### src/rtl/fifo_asymmetric_ratio.sv
// Single-clock asymmetric-width FIFO. Packs narrow writes into wide reads,
// or unpacks wide writes into narrow reads. Storage is an array of MIN_W-bit
// units. Provides an occupancy count, almost-full and almost-empty flags,
// a synchronous flush, and sticky overflow and underflow flags.
module fifo_asymmetric_ratio #(
    parameter int unsigned WR_DATA_WIDTH = 8,
    parameter int unsigned RD_DATA_WIDTH = 32,
    parameter int unsigned ADDR_WIDTH    = 4,
    parameter int unsigned AF_MARGIN     = 4,
    parameter int unsigned AE_MARGIN     = 0
) (
    input  logic                     clk,
    input  logic                     reset,
    input  logic                     flush,
    input  logic                     w_req,
    input  logic [WR_DATA_WIDTH-1:0] write_data,
    output logic                     w_ready,
    input  logic                     r_req,
    output logic [RD_DATA_WIDTH-1:0] read_data,
    output logic                     r_ready,
    output logic [ADDR_WIDTH:0]      fifo_count,
    output logic                     almost_full,
    output logic                     almost_empty,
    output logic                     overflow_err,
    output logic                     underflow_err
);

    localparam int unsigned MIN_W = (WR_DATA_WIDTH < RD_DATA_WIDTH) ? WR_DATA_WIDTH : RD_DATA_WIDTH;
    localparam int unsigned MAX_W = (WR_DATA_WIDTH < RD_DATA_WIDTH) ? RD_DATA_WIDTH : WR_DATA_WIDTH;
    localparam int unsigned WU    = WR_DATA_WIDTH / MIN_W;
    localparam int unsigned RU    = RD_DATA_WIDTH / MIN_W;
    localparam int unsigned RATIO = MAX_W / MIN_W;
    localparam int unsigned DEPTH = 2 ** ADDR_WIDTH;
    localparam int unsigned CW    = ADDR_WIDTH + 1;

    // Elaboration-time sanity checks on the width and capacity parameters.
    if (MAX_W % MIN_W != 0) begin : g_chk_div
        $error("fifo_asymmetric_ratio: wider width must be a multiple of narrower width");
    end
    if ((RATIO & (RATIO - 1)) != 0 || RATIO > 16) begin : g_chk_ratio
        $error("fifo_asymmetric_ratio: width ratio must be a power of two in 1..16");
    end
    if (DEPTH % RATIO != 0) begin : g_chk_depth
        $error("fifo_asymmetric_ratio: capacity must be a multiple of the width ratio");
    end

    logic [MIN_W-1:0]         mem [DEPTH];
    logic [ADDR_WIDTH-1:0]    wr_ptr;
    logic [ADDR_WIDTH-1:0]    rd_ptr;
    logic [CW-1:0]            free_c;
    logic                     wr_fire_c;
    logic                     rd_fire_c;
    logic [CW-1:0]            count_next_c;
    logic [RD_DATA_WIDTH-1:0] rd_word_c;

    // Status flags derived only from the registered count (no bypass).
    always_comb begin
        free_c       = CW'(DEPTH) - fifo_count;
        w_ready      = free_c >= CW'(WU);
        r_ready      = fifo_count >= CW'(RU);
        almost_full  = 32'(free_c) <= AF_MARGIN;
        almost_empty = 32'(fifo_count) <= AE_MARGIN;
    end

    // Transfer qualification and next occupancy; reset and flush suppress both.
    always_comb begin
        wr_fire_c    = w_req & w_ready & reset & ~flush;
        rd_fire_c    = r_req & r_ready & reset & ~flush;
        count_next_c = fifo_count
                     + (wr_fire_c ? CW'(WU) : CW'(0))
                     - (rd_fire_c ? CW'(RU) : CW'(0));
    end

    // Gather RU consecutive units starting at rd_ptr, oldest unit in the LSBs.
    always_comb begin
        rd_word_c = '0;
        for (int k = 0; k < int'(RU); k++) begin
            rd_word_c[k*MIN_W +: MIN_W] = mem[rd_ptr + ADDR_WIDTH'(k)];
        end
    end

    // Scatter the write word into WU consecutive units, LSB slice first.
    always_ff @(posedge clk) begin
        if (wr_fire_c) begin
            for (int k = 0; k < int'(WU); k++) begin
                mem[wr_ptr + ADDR_WIDTH'(k)] <= write_data[k*MIN_W +: MIN_W];
            end
        end
    end

    // Pointers, count, read register and sticky error flags.
    always_ff @(posedge clk) begin
        if (!reset) begin
            wr_ptr        <= '0;
            rd_ptr        <= '0;
            fifo_count    <= '0;
            read_data     <= '0;
            overflow_err  <= 1'b0;
            underflow_err <= 1'b0;
        end else if (flush) begin
            wr_ptr        <= '0;
            rd_ptr        <= '0;
            fifo_count    <= '0;
            overflow_err  <= 1'b0;
            underflow_err <= 1'b0;
        end else begin
            if (wr_fire_c) begin
                wr_ptr <= wr_ptr + ADDR_WIDTH'(WU);
            end
            if (rd_fire_c) begin
                rd_ptr    <= rd_ptr + ADDR_WIDTH'(RU);
                read_data <= rd_word_c;
            end
            fifo_count <= count_next_c;
            if (w_req && !w_ready) begin
                overflow_err <= 1'b1;
            end
            if (r_req && !r_ready) begin
                underflow_err <= 1'b1;
            end
        end
    end

endmodule
### config.mk
export PLATFORM = sky130hd
export DESIGN_NAME = fifo_asymmetric_ratio
export DESIGN_NICKNAME = d
export VERILOG_FILES = /design/src/rtl/fifo_asymmetric_ratio.sv
export SDC_FILE = /design/constraint.sdc
export NUM_CORES = 1
export LEC_CHECK = 0
export BUFFER_PORTS_ARGS = -buffer_cell sky130_fd_sc_hd__buf_2
export CAP_MARGIN = 20
export CELL_PAD_IN_SITES_DETAIL_PLACEMENT = 2
export CELL_PAD_IN_SITES_GLOBAL_PLACEMENT = 2
export CORE_MARGIN = 10
export CORE_UTILIZATION = 40
export CTS_CLUSTER_SIZE = 30
export DETAILED_ROUTE_END_ITERATION = 12
export GPL_TIMING_DRIVEN = 0
export HOLD_SLACK_MARGIN = 0.05
export PLACE_DENSITY_LB_ADDON = 0.1
export REMOVE_ABC_BUFFERS = 1
export SLEW_MARGIN = 10
export SYNTH_ARGS = -nofsm -noshare
export SYNTH_HDL_FRONTEND = slang
export SYNTH_SLANG_ARGS = --single-unit
### constraint.sdc
create_clock -name clk -period 3.6 [get_ports clk]
set_input_delay 0 -clock clk [delete_from_list [all_inputs] [get_ports clk]]
set_output_delay 0 -clock clk [all_outputs]
set_load 0.05 [all_outputs]
# Yosys cells after proc, flatten, opt, wreduce, memory -nomap -nowiden
# Memory sizes are Yosys's and may differ from the RTL's. A register that Yosys moved wholly into a read port is not among the register bits.
# Cells that the tools add are included.
totals:
  ram_bits: 128
  output_inout_bits: 43
  elab_cells: 40
  register_bits: 15
  memories: 1
  in_bits: 13
mem_list:
  columns: ["name", "words", "word_bits", "rd", "rd_ports_with_merged_regs", "write_ports", "line", "text"]
  rows:
  - ["mem", 16, 8, 4, 4, 1, "47", "logic [MIN_W-1:0] mem [DEPTH];"]
op_classes:
  n_reduce_logical: 10
  add_sub_neg: 8
  order_cmp: 4
  n_mux: 4
  bitwise: 8
op_table:
  columns: ["cell", "n"]
  rows:
  - ["4-bit by 1-bit adder with 4-bit output, second input constant", 2]
  - ["4-bit by 2-bit adder with 4-bit output, second input constant", 2]
  - ["1-bit bitwise AND", 6]
  - ["1-bit logical NOT", 6]
  - ["5-bit by 1-bit adder with 5-bit output", 1]
  - ["5-bit by 1-bit >= comparator with 1-bit output, second input constant", 1]
  - ["5-bit by 3-bit >= comparator with 1-bit output, second input constant", 1]
  - ["5-bit by 1-bit <= comparator with 1-bit output, second input constant", 1]
  - ["5-bit by 3-bit <= comparator with 1-bit output, second input constant", 1]
  - ["5-bit by 3-bit subtractor with 5-bit output", 1]
  - ["5-bit subtractor, first input constant", 1]
  - ["4-bit by 3-bit adder with 4-bit output, second input constant", 1]
  - ["1-bit 2-to-1 mux", 3]
  - ["3-bit 2-to-1 mux", 1]
  - ["1-bit logical AND", 2]
  - ["1-bit NOT", 2]
  - ["2-bit AND reduction", 1]
  - ["2-bit OR reduction", 1]

# Depth between registers and ports, before layout
# Gate-level depths: netlist of the first run.
logic_depth:
  word_depth: 8
  depth_mapped: 14
  depth_no_buf: 14

# Least setup slack after synthesis of the first run
# OpenSTA, ideal clock, no wires.
synth_timing:
  kind: "flip-flop to flip-flop"
  from: "register fifo_count[1]"
  to: "register fifo_count[4]"
  path_slack_ns: 0.408
  path_buffers: 0
  arrival_time_ns: 3.065
  t_required_ns: 3.473
  setup_ns: 0.127
  stages_incl_launch_ff: 15
  synth_period_minus_slack_ns: 3.192
  cell_sequence: "dfxtp_1 inv_1 ha_1 and3_1 ha_1 o21ai_2 or2_1 nor2b_1 ha_1 inv_1 ha_1 o21bai_1 a21oi_1 xnor2_1 nor2_1"
synth_between:
  elab_chain_cells: 8
  word_cells_on_any_way: 13
  cone_classes: "add/sub (3); order compare (2); mux (2); bitwise (6)"
synth_rtl:
  columns: ["element", "line", "text"]
  rows:
  - ["start: declaration", "21", "output logic [ADDR_WIDTH:0] fifo_count,"]
  - ["start signal: assignment", "114", "fifo_count <= count_next_c;"]
  - ["5-bit subtractor", "58", "free_c = CW'(DEPTH) - fifo_count;"]
  - ["5-bit by 1-bit >= comparator with 1-bit output", "59", "w_ready = free_c >= CW'(WU);"]
  - ["net w_ready", "17", "output logic w_ready,"]
  - ["1-bit bitwise AND (3 in a row)", "67", "wr_fire_c = w_req & w_ready & reset & ~flush;"]
  - ["net wr_fire_c", "51", "logic wr_fire_c;"]
  - ["1-bit 2-to-1 mux", "70", "+ (wr_fire_c ? CW'(WU) : CW'(0))"]
  - ["5-bit by 1-bit adder with 5-bit output", "70", null]
  - ["5-bit by 3-bit subtractor with 5-bit output", "71", "- (rd_fire_c ? CW'(RU) : CW'(0));"]
# The timed path passes the listed nets, and every way through them passes these cells.
# A chain may end at the register's enable or synchronous reset.

# Final worst setup path of the first run
layout_timing:
  from: "register fifo_count[3]"
  to: "register fifo_count[4]"
layout_between:
  elab_chain_cells: 8
  word_cells_on_any_way: 13
  cone_classes: "add/sub (3); order compare (2); mux (2); bitwise (6)"
layout_rtl:
  columns: ["element", "line"]
  rows:
  - ["5-bit subtractor", "58"]
  - ["5-bit by 1-bit >= comparator with 1-bit output", "59"]
  - ["1-bit bitwise AND (3 in a row)", "67"]
  - ["1-bit 2-to-1 mux", "70"]
  - ["5-bit by 1-bit adder with 5-bit output", "70"]
  - ["5-bit by 3-bit subtractor with 5-bit output *", "71"]
# Every way passes the cells marked *; elsewhere a longest branch is shown, timed or not.

==> results.json, run 1 <==
{
  "yosys.area.top_type_share_pct": 56.28,
  "maxCapViolations": 0,
  "power_density_mw_per_mm2": 508.2,
  "grt_pass1_wl_um": 24720,
  "placed_cells": 690,
  "port_buffers": 55,
  "synth_edf_count": 128,
  "clock_latency_ns": 0.43,
  "ioPinCount": 56,
  "fin_util_pct": 48.18,
  "fin_skew_ns": 0.01041,
  "die_x_um": 150.7,
  "stdcell_count": 735,
  "ir_worst_vdd_mv": 0.3292,
  "dp_slack_ns": -0.8530,
  "ys_ff_latch": 173,
  "diodes": 0,
  "setup_viol": 0,
  "synthArstFlopShare_pct": 0,
  "grt_pass1_vias": 4284,
  "gp_congestion": 0.7409,
  "max_freq_mhz": 313.2,
  "core_mm2": 0.01664,
  "yosys_warnings": 0,
  "die_area_mm2": 0.02270,
  "status": "finished, final reports clean",
  "nNetsFinal": 531,
  "placed_cell_area_mm2": 0.007295,
  "drv_slew": 0,
  "cts.sinks": 173,
  "grt_start_max_net_pins": 35,
  "critical_path_class": "register to register",
  "netlist_top_cells_area": "edfxtp_1 (56%), dfxtp_1 (13%), mux4_2 (11%)",
  "drive_gt1_share_pct": 25.05,
  "worstPathArrival_ns": 3.50,
  "cts_buffers": 17,
  "max_slew_margin_pct": 40.12,
  "path_max_fanout": 34,
  "synth.distinct_cells": 41,
  "antenna_found_initial": 0,
  "dp_hpwl_um": 9829,
  "fin_crit_sh_pct": 88.69,
  "worstPathRequired_ns": 3.90,
  "synth.yosys.seq_area_share_pct": 69.48,
  "drt_first_pass_iters": 4,
  "start_util_pct": 41.03,
  "worst_slew_pin_slew_ns": 0.8950,
  "hold_path.class": "input pin to register",
  "hold_ws_ns": 0.1512,
  "clk_pin_slew_ns": 0.07,
  "rows": 47,
  "drt-initial-drc-count": 195,
  "synth_common_cells": "edfxtp_1 (128), nand2_1 (73), dfxtp_1 (45)",
  "p_leak_nw": 2.703,
  "track_usage_pct": 14.70,
  "finalPower_mw": 4.075,
  "htreeDepth": 4,
  "synth.most_common_cell": "edfxtp_1",
  "hold_viol": 0,
  "cts_setup_buffers": 0,
  "vias": 3804,
  "antenna_left": 0,
  "die_h_um": 150.7,
  "avgViaCountPerCell": 5.176,
  "yosys.area.top_type": "edfxtp_1",
  "ys.flop_type": "edfxtp_1",
  "cts_tree": "yes",
  "clockBufferDepth": 2,
  "period_needed_ns": 3.193,
  "nFillCells": 1585,
  "regToRegSetupSlack_ns": 0.41,
  "synthesis.area_mm2": 0.006829,
  "cp-end-kind": "register",
  "fin_setup_tns_ns": 0,
  "syn_inst": 437,
  "rsz0062_at_grt": "no",
  "worstSetupStartpointType": "register",
  "drt_wl_total_um": 15770,
  "area_growth_pct": 17.42,
  "drc": 0,
  "finalWorstSetupSlack_ns": 0.4073,
  "wl_per_cell_um": 21.45,
  "final_area_mm2": 0.008019,
  "root_buffer": "clkbuf_16",
  "gr-total-overflow": 0,
  "synth.avg_cell_area_um2": 15.63
}
==> final timing paths <==
check	from	endpoint	cells past startpoint
hold / removal	reset	read_data[2]$_SDFFE_PN0P_	2
hold reg to reg	read_data[12]$_SDFFE_PN0P_	read_data[12]$_SDFFE_PN0P_	2
setup / recovery	fifo_count[3]$_SDFF_PP0_	fifo_count[4]$_SDFF_PP0_	11
setup reg to reg	fifo_count[3]$_SDFF_PP0_	fifo_count[4]$_SDFF_PP0_	11
==> flip-flops by register name, indices dropped and copies added (netlist names) <==
signal         count
rd_ptr             2
wr_ptr             4
overflow_err       1
fifo_count         5
read_data         32
mem              128
underflow_err      1
==> power breakdown <==
part / switching, mW / total [mW] / internal (mW)
logic: 0.0701 / 0.104 / 0.0335
registers: 0.00459 / 2.15 / 2.14
clock network: 0.740 / 1.82 / 1.08
==> metal layers <==
layer  GRT usage, %  wire length, um  vias to the layer above
met3          3.631              542                       19
met5              0                0                        -
met1          17.35             6712                     1972
li1               -                -                     1759
met2          25.42             8226                       54
met4          5.438              285                        0
==> kinds of logic (layout without fill, tap and decap cells) <==
| family | Yosys count | count (layout) | synth area share (%) |
|---|---|---|---|
| and+or+nand+nor | 119 | 119 | 7.531 |
| DFF | 173 | 173 | 69.48 |
| adders and majority gates | 16 | 16 | 2.931 |
| xor gates and xnor gates | 6 | 6 | 0.8795 |
| AOI/OAI and AO/OA | 51 | 51 | 5.625 |
| buffers and inverters | 38 | 116 | 2.712 |
| muxes | 34 | 34 | 10.85 |
==> critical path: stages (launching register included) <==
cell and delay (ns):
dfxtp_1 0.39, inv_1 0.10, ha_1 0.22, nand2b_1 0.13
and3_4 0.54, inv_2 0.41, ha_1 0.44, ha_1 0.33
o21bai_1 0.17, a21oi_1 0.10, xnor2_1 0.17, nor2_1 0.05
==> cell usage in the layout, fill, tap and decap left out, types with 5 or more instances in the layout <==
cell type and instances:
inv_1 12, mux4_2 32, clkinvlp_4 5, edfxtp_1 128, buf_2 55, dlygate4sd3_1 13, nand2_1 73, dfxtp_1 43
a21boi_1 32, clkbuf_16 17, ha_1 16, nor2_1 21
==> what timing repair did <==
action,in CTS,in global routing
resized for setup,2,1
hold buffers,13,0
setup endpoints to repair,3,1
endpoints found under the hold margin,135,0
==> layout make-up <==
cell class                 instances  area [um^2]  area share [%]
timing repair buffer              71        440.4           5.492
sequential                       173         4750           59.23
clock buffer                      20        436.7           5.445
clock inverter                    12        146.4           1.826
multi-input combinational        226         1922           23.97
tap                              220        275.3           3.433
inverter                          13        48.80          0.6085
Power figures use the tool's default switching activity.
==> run 2: changes to the inputs <==
- CORE_MARGIN: 10 -> 5
==> results.json, run 2 (same netlist as run 1, synthesis figures left out) <==
{
  "htreeDepth": 4,
  "cts_buffers": 17,
  "cts.sinks": 173,
  "worstPathArrival_ns": 3.59,
  "fin_setup_tns_ns": 0,
  "start_util_pct": 41.03,
  "rows": 47,
  "drive_gt1_share_pct": 25.54,
  "drt_wl_total_um": 15670,
  "vias": 3831,
  "hold_viol": 0,
  "track_usage_pct": 16.83,
  "worst_slew_pin_slew_ns": 0.8458,
  "clockBufferDepth": 2,
  "gr-total-overflow": 0,
  "antenna_left": 0,
  "grt_start_max_net_pins": 35,
  "clock_latency_ns": 0.42,
  "diodes": 0,
  "drc": 0,
  "root_buffer": "clkbuf_16",
  "min_from": "reset",
  "regToRegSetupSlack_ns": 0.37,
  "drt_first_pass_iters": 4,
  "cpMostUsedCell": "ha_1",
  "hold_path.class": "input pin to register",
  "cp_slowest_stage_delay_ns": 0.65,
  "final_area_mm2": 0.008109,
  "wl_per_cell_um": 21.38,
  "area_growth_pct": 18.74,
  "max_slew_margin_pct": 43.40,
  "whs_path_depth": 2,
  "drv_slew": 0,
  "cts_tree": "yes",
  "nNetsFinal": 529,
  "reg2reg_depth": 11,
  "rsz0062_at_grt": "no",
  "cp_slowest_cell": "and3_4",
  "cp_num_buf_inv": 3,
  "setup_viol": 0,
  "r2r-end": "fifo_count[4]$_SDFF_PP0_",
  "cp_top_family": "simple AND/OR/NAND/NOR gates",
  "layout_commonest_cell": "edfxtp_1",
  "placed_cell_area_mm2": 0.007289,
  "nFillCells": 1562,
  "r2r_start": "fifo_count[3]$_SDFF_PP0_",
  "port_buffers": 55,
  "maxCapViolations": 0,
  "drt-initial-drc-count": 166,
  "grt_pass1_wl_um": 24880,
  "finalPower_mw": 4.359,
  "largest_register_ff_count": 128,
  "critical_path_class": "input pin to register",
  "die_h_um": 140.7,
  "worstPathRequired_ns": 3.90,
  "core_mm2": 0.01664,
  "p_leak_nw": 2.755,
  "grt_pass1_vias": 4372,
  "largest-register": "mem",
  "status": "finished, final reports clean",
  "hold_ws_ns": 0.1570,
  "worstSetupStartpointType": "input pin",
  "path_max_fanout": 34,
  "hold-path-endpoint": "read_data[7]$_SDFFE_PN0P_",
  "power_density_mw_per_mm2": 537.6,
  "clk_pin_slew_ns": 0.06,
  "cp-end-kind": "register",
  "die_area_mm2": 0.01979,
  "die_x_um": 140.7,
  "worstPathCellList": "dlygate4sd3_1, buf_2, nor2b_2, and3_4, inv_2, ha_1, ha_1, o21bai_1, a21oi_1, xnor2_1, nor2_1",
  "layout_common_cells": "edfxtp_1 (128), nand2_1 (73), buf_2 (55)",
  "period_needed_ns": 3.291,
  "gp_congestion": 0.7335,
  "max_freq_mhz": 303.9,
  "fin_skew_ns": 0.008000,
  "ioPinCount": 56,
  "avgViaCountPerCell": 5.226,
  "antenna_found_initial": 0,
  "cts_setup_buffers": 0,
  "fin_crit_sh_pct": 91.41,
  "dp_hpwl_um": 9685,
  "ir_worst_vdd_mv": 0.3309,
  "reg.largest.list": "mem: 128 flops, read_data: 32 flops, fifo_count: 5 flops"
}
-- run 2: cell types whose count changed in the layout (fill, tap and decap cells not counted), sizes merged --
cell | before | now
clkinv | 4 | 2
clkbuf | 20 | 22
clkinvlp | 5 | 2
bufinv | 3 | 6
buf | 58 | 56
-- run 2: routing by layer --
| layer | vias to the layer above | global-route usage [%] | part of all wire [%] |
|---|---|---|---|
| li1 | 1754 | - | - |
| met1 | 2002 | 21.02 | 44 |
| met2 | 60 | 29.18 | 52 |
| met3 | 15 | 3.827 | 2.8 |
| met4 | 0 | 5.303 | 1.6 |
| met5 | - | 0 | 0 |
-- run 2: timing repair --
| item | CTS | global route |
|---|---|---|
| hold buffers | 13 | 0 |
| endpoints found under the setup margin | 3 | 0 |
| hold endpoints to repair | 135 | 0 |
| resized for setup | 2 | 0 |
-- run 2: worst max path at each step --
stage,start,endpoint,slack [ns],cells past startpoint
2_1_floorplan,fifo_count[3]$_SDFF_PP0_,fifo_count[4]$_SDFF_PP0_,-0.19,11
3_3_place_gp,reset,fifo_count[4]$_SDFF_PP0_,-1.46,10
3_5_place_dp,reset,fifo_count[4]$_SDFF_PP0_,-0.81,10
4_1_cts,reset,fifo_count[4]$_SDFF_PP0_,0.28,10
5_1_grt,reset,fifo_count[4]$_SDFF_PP0_,0.05,10
6_report,flush,fifo_count[4]$_SDFF_PP0_,0.31,11
-- run 2: through the flow --
step,std cells,util (%),worst slack [ns]
3_3_place_gp,687,43.52,-1.456
3_5_place_dp,688,43.80,-0.8052
4_1_cts,733,48.73,0.2757
6_report,733,48.73,0.3092
2_1_floorplan,412,-,-0.1884
5_1_grt,733,48.73,0.05379
-- run 2: power breakdown --
part | switching, mW | total (mW) | internal [mW]
sequential | 0.00439 | 2.15 | 2.14
clock | 0.751 | 2.11 | 1.36
combinational | 0.0705 | 0.103 | 0.0324
total | 0.825 | 4.36 | 3.53
-- run 2: layout make-up --
class / count / area (um^2) / share of cell area, %
Inverter: 13 / 48.80 / 0.6018
Multi-Input combinational cell: 226 / 1927 / 23.76
Timing Repair Buffer: 69 / 425.4 / 5.246
Clock inverter: 10 / 209.0 / 2.577
Clock buffer: 22 / 474.2 / 5.848
Sequential cell: 173 / 4750 / 58.57
Tap cell: 220 / 275.3 / 3.395
-- run 2: worst register-to-register path: cells and delay by family, from the launching register on --
family,cells,cell delay [ns]
adder cells (fa/ha/maj),3,1.00
AND/OR/NAND/NOR,3,0.72
buffers and inverters,2,0.51
XOR/XNOR,1,0.17
AO/OA/AOI/OAI,2,0.31
flip-flops,1,0.39
==> run 3: changes to the inputs <==
- CTS_BUF_LIST: unset -> sky130_fd_sc_hd__clkbuf_16
==> results.json, run 3 (same netlist as run 1, synthesis figures left out) <==
{
  "setup_viol": 0,
  "seq_area_mm2": 0.004750,
  "worstSetupStartpointType": "input pin",
  "largest-register": "mem",
  "p_comb_share_pct": 2.4,
  "area_growth_pct": 18.30,
  "die_area_mm2": 0.01979,
  "maxCapViolations": 0,
  "diodes": 0,
  "grt_pass1_vias": 4366,
  "drive_gt1_share_pct": 24.95,
  "track_usage_pct": 16.83,
  "ioPinCount": 56,
  "avgViaCountPerCell": 5.218,
  "cts_tree": "yes",
  "drc": 0,
  "dp_hpwl_um": 9685,
  "clockBufferDepth": 2,
  "hold_path.class": "input pin to register",
  "period_needed_ns": 3.273,
  "cts_buffers": 17,
  "power_density_mw_per_mm2": 530.2,
  "worstPathArrival_ns": 3.57,
  "finalWorstSetupSlack_ns": 0.3273,
  "p_leak_nw": 2.746,
  "worst_slew_pin_slew_ns": 0.8359,
  "layout_commonest_cell": "edfxtp_1",
  "max_freq_mhz": 305.6,
  "whs_path_depth": 2,
  "drt_first_pass_iters": 5,
  "finalPower_mw": 4.283,
  "swShare_pct": 19.14,
  "ir_worst_vdd_mv": 0.3329,
  "grt_start_max_net_pins": 35,
  "htreeDepth": 4,
  "antenna_found_initial": 0,
  "p_int_mw": 3.464,
  "largest_register_ff_count": 128,
  "drt-initial-drc-count": 197,
  "critical_path_class": "input pin to register",
  "drt_wl_total_um": 15650,
  "hold_viol": 0,
  "rows": 47,
  "port_buffers": 55,
  "clk_pin_slew_ns": 0.06,
  "vias": 3825,
  "layout_common_cells": "edfxtp_1 (128), nand2_1 (73), buf_2 (55)",
  "nFillCells": 1564,
  "max_slew_margin_pct": 44.07,
  "multi_input_area_mm2": 0.001927,
  "reg.largest.list": "mem: 128 flops, read_data: 32 flops, fifo_count: 5 flops",
  "grt_pass1_wl_um": 24850,
  "wl_per_cell_um": 21.34,
  "die_h_um": 140.7,
  "dp_slack_ns": -0.8052,
  "core_mm2": 0.01664,
  "p_clk_share_pct": 47.5,
  "placed_cell_area_mm2": 0.007289,
  "die_x_um": 140.7,
  "cp-end-kind": "register",
  "gp_congestion": 0.7335,
  "drv_slew": 0,
  "rsz0062_at_grt": "no",
  "switchingPower_mw": 0.8199,
  "fin_skew_ns": 0.006202,
  "gr-total-overflow": 0,
  "reg2reg_depth": 11,
  "nNetsFinal": 529,
  "fin_crit_sh_pct": 90.91,
  "pwr-share-seq_pct": 50.1,
  "worstPathRequired_ns": 3.90,
  "clock_latency_ns": 0.42,
  "final_area_mm2": 0.008079,
  "start_util_pct": 41.03,
  "status": "finished, final reports clean",
  "path_max_fanout": 34,
  "antenna_left": 0,
  "cts.sinks": 173,
  "root_buffer": "clkbuf_16"
}
run 3: cell types whose count changed in the layout (fill, tap and decap cells not counted):
cell | before | now
inv_1 | 12 | 14
clkinv_1 | 0 | 3
clkbuf_1 | 2 | 0
clkbuf_8 | 3 | 0
run 3: stage by stage:
| step | utilization (%) | instances | setup TNS (ns) | hold WS [ns] |
|---|---|---|---|---|
| final | 48.55 | 733 | 0 | 0.1515 |
| after global routing | 48.55 | 733 | 0 | 0.1842 |
| after CTS | 48.55 | 733 | 0 | 0.1597 |
| after detailed placement | 43.80 | 688 | -2.053 | 0.3231 |
| after global placement | 43.52 | 687 | -17.70 | 0.2850 |
| after floorplan | - | 412 | -0.3453 | 0.09887 |
run 3: repair_timing:
action / 4_1_cts / 5_1_grt
endpoints found under the setup margin: 3 / 0
hold endpoints to repair: 135 / 0
hold buffers: 13 / 0
gates resized for setup: 2 / 0
buffers inserted: 0 / 0
run 3: area by class of cell:
cell class              instances  area share (%)
flip-flops and latches        173           58.79
clock inverters                15           2.819
clock buffers                  17           5.266
multi-input cells             226           23.85
well taps                     220           3.407
repair buffers                 69           5.266
inverters                      13          0.6040
run 3: worst max-delay path, stage by stage:
cell and delay (ns):
dlygate4sd3_1 0.53, buf_2 0.13, nor2b_2 0.56, and3_4 0.65, inv_2 0.38, ha_1 0.43
ha_1 0.32, o21bai_1 0.20, a21oi_1 0.11, xnor2_1 0.17, nor2_1 0.06
run 3: layer usage:
metal / up-vias / global-route usage (%) / part of all wire (%)
met2: 62 / 29.01 / 52
met1: 1995 / 21.11 / 44
met5: - / 0 / 0
met4: 0 / 5.456 / 1.6
met3: 15 / 3.827 / 2.5
li1: 1753 / - / -
run 3: power by group through the flow:
stage	registers, mW	clock network (mW)	logic (mW)
final	2.15	2.03	0.103
after detailed placement	2.19	0	0.0945
after floorplan	2.20	0	0.0365
after CTS	2.15	2.07	0.105
after global routing	2.15	2.18	0.113
after global placement	2.19	0	0.0879
run 3: path summary, 6_finish.rpt:
path | start | end | slack (ns)
max | flush | fifo_count[4]$_SDFF_PP0_ | 0.33
min | reset | read_data[5]$_SDFFE_PN0P_ | 0.15
max reg2reg | fifo_count[3]$_SDFF_PP0_ | fifo_count[4]$_SDFF_PP0_ | 0.39
min reg2reg | read_data[14]$_SDFFE_PN0P_ | read_data[14]$_SDFFE_PN0P_ | 0.45
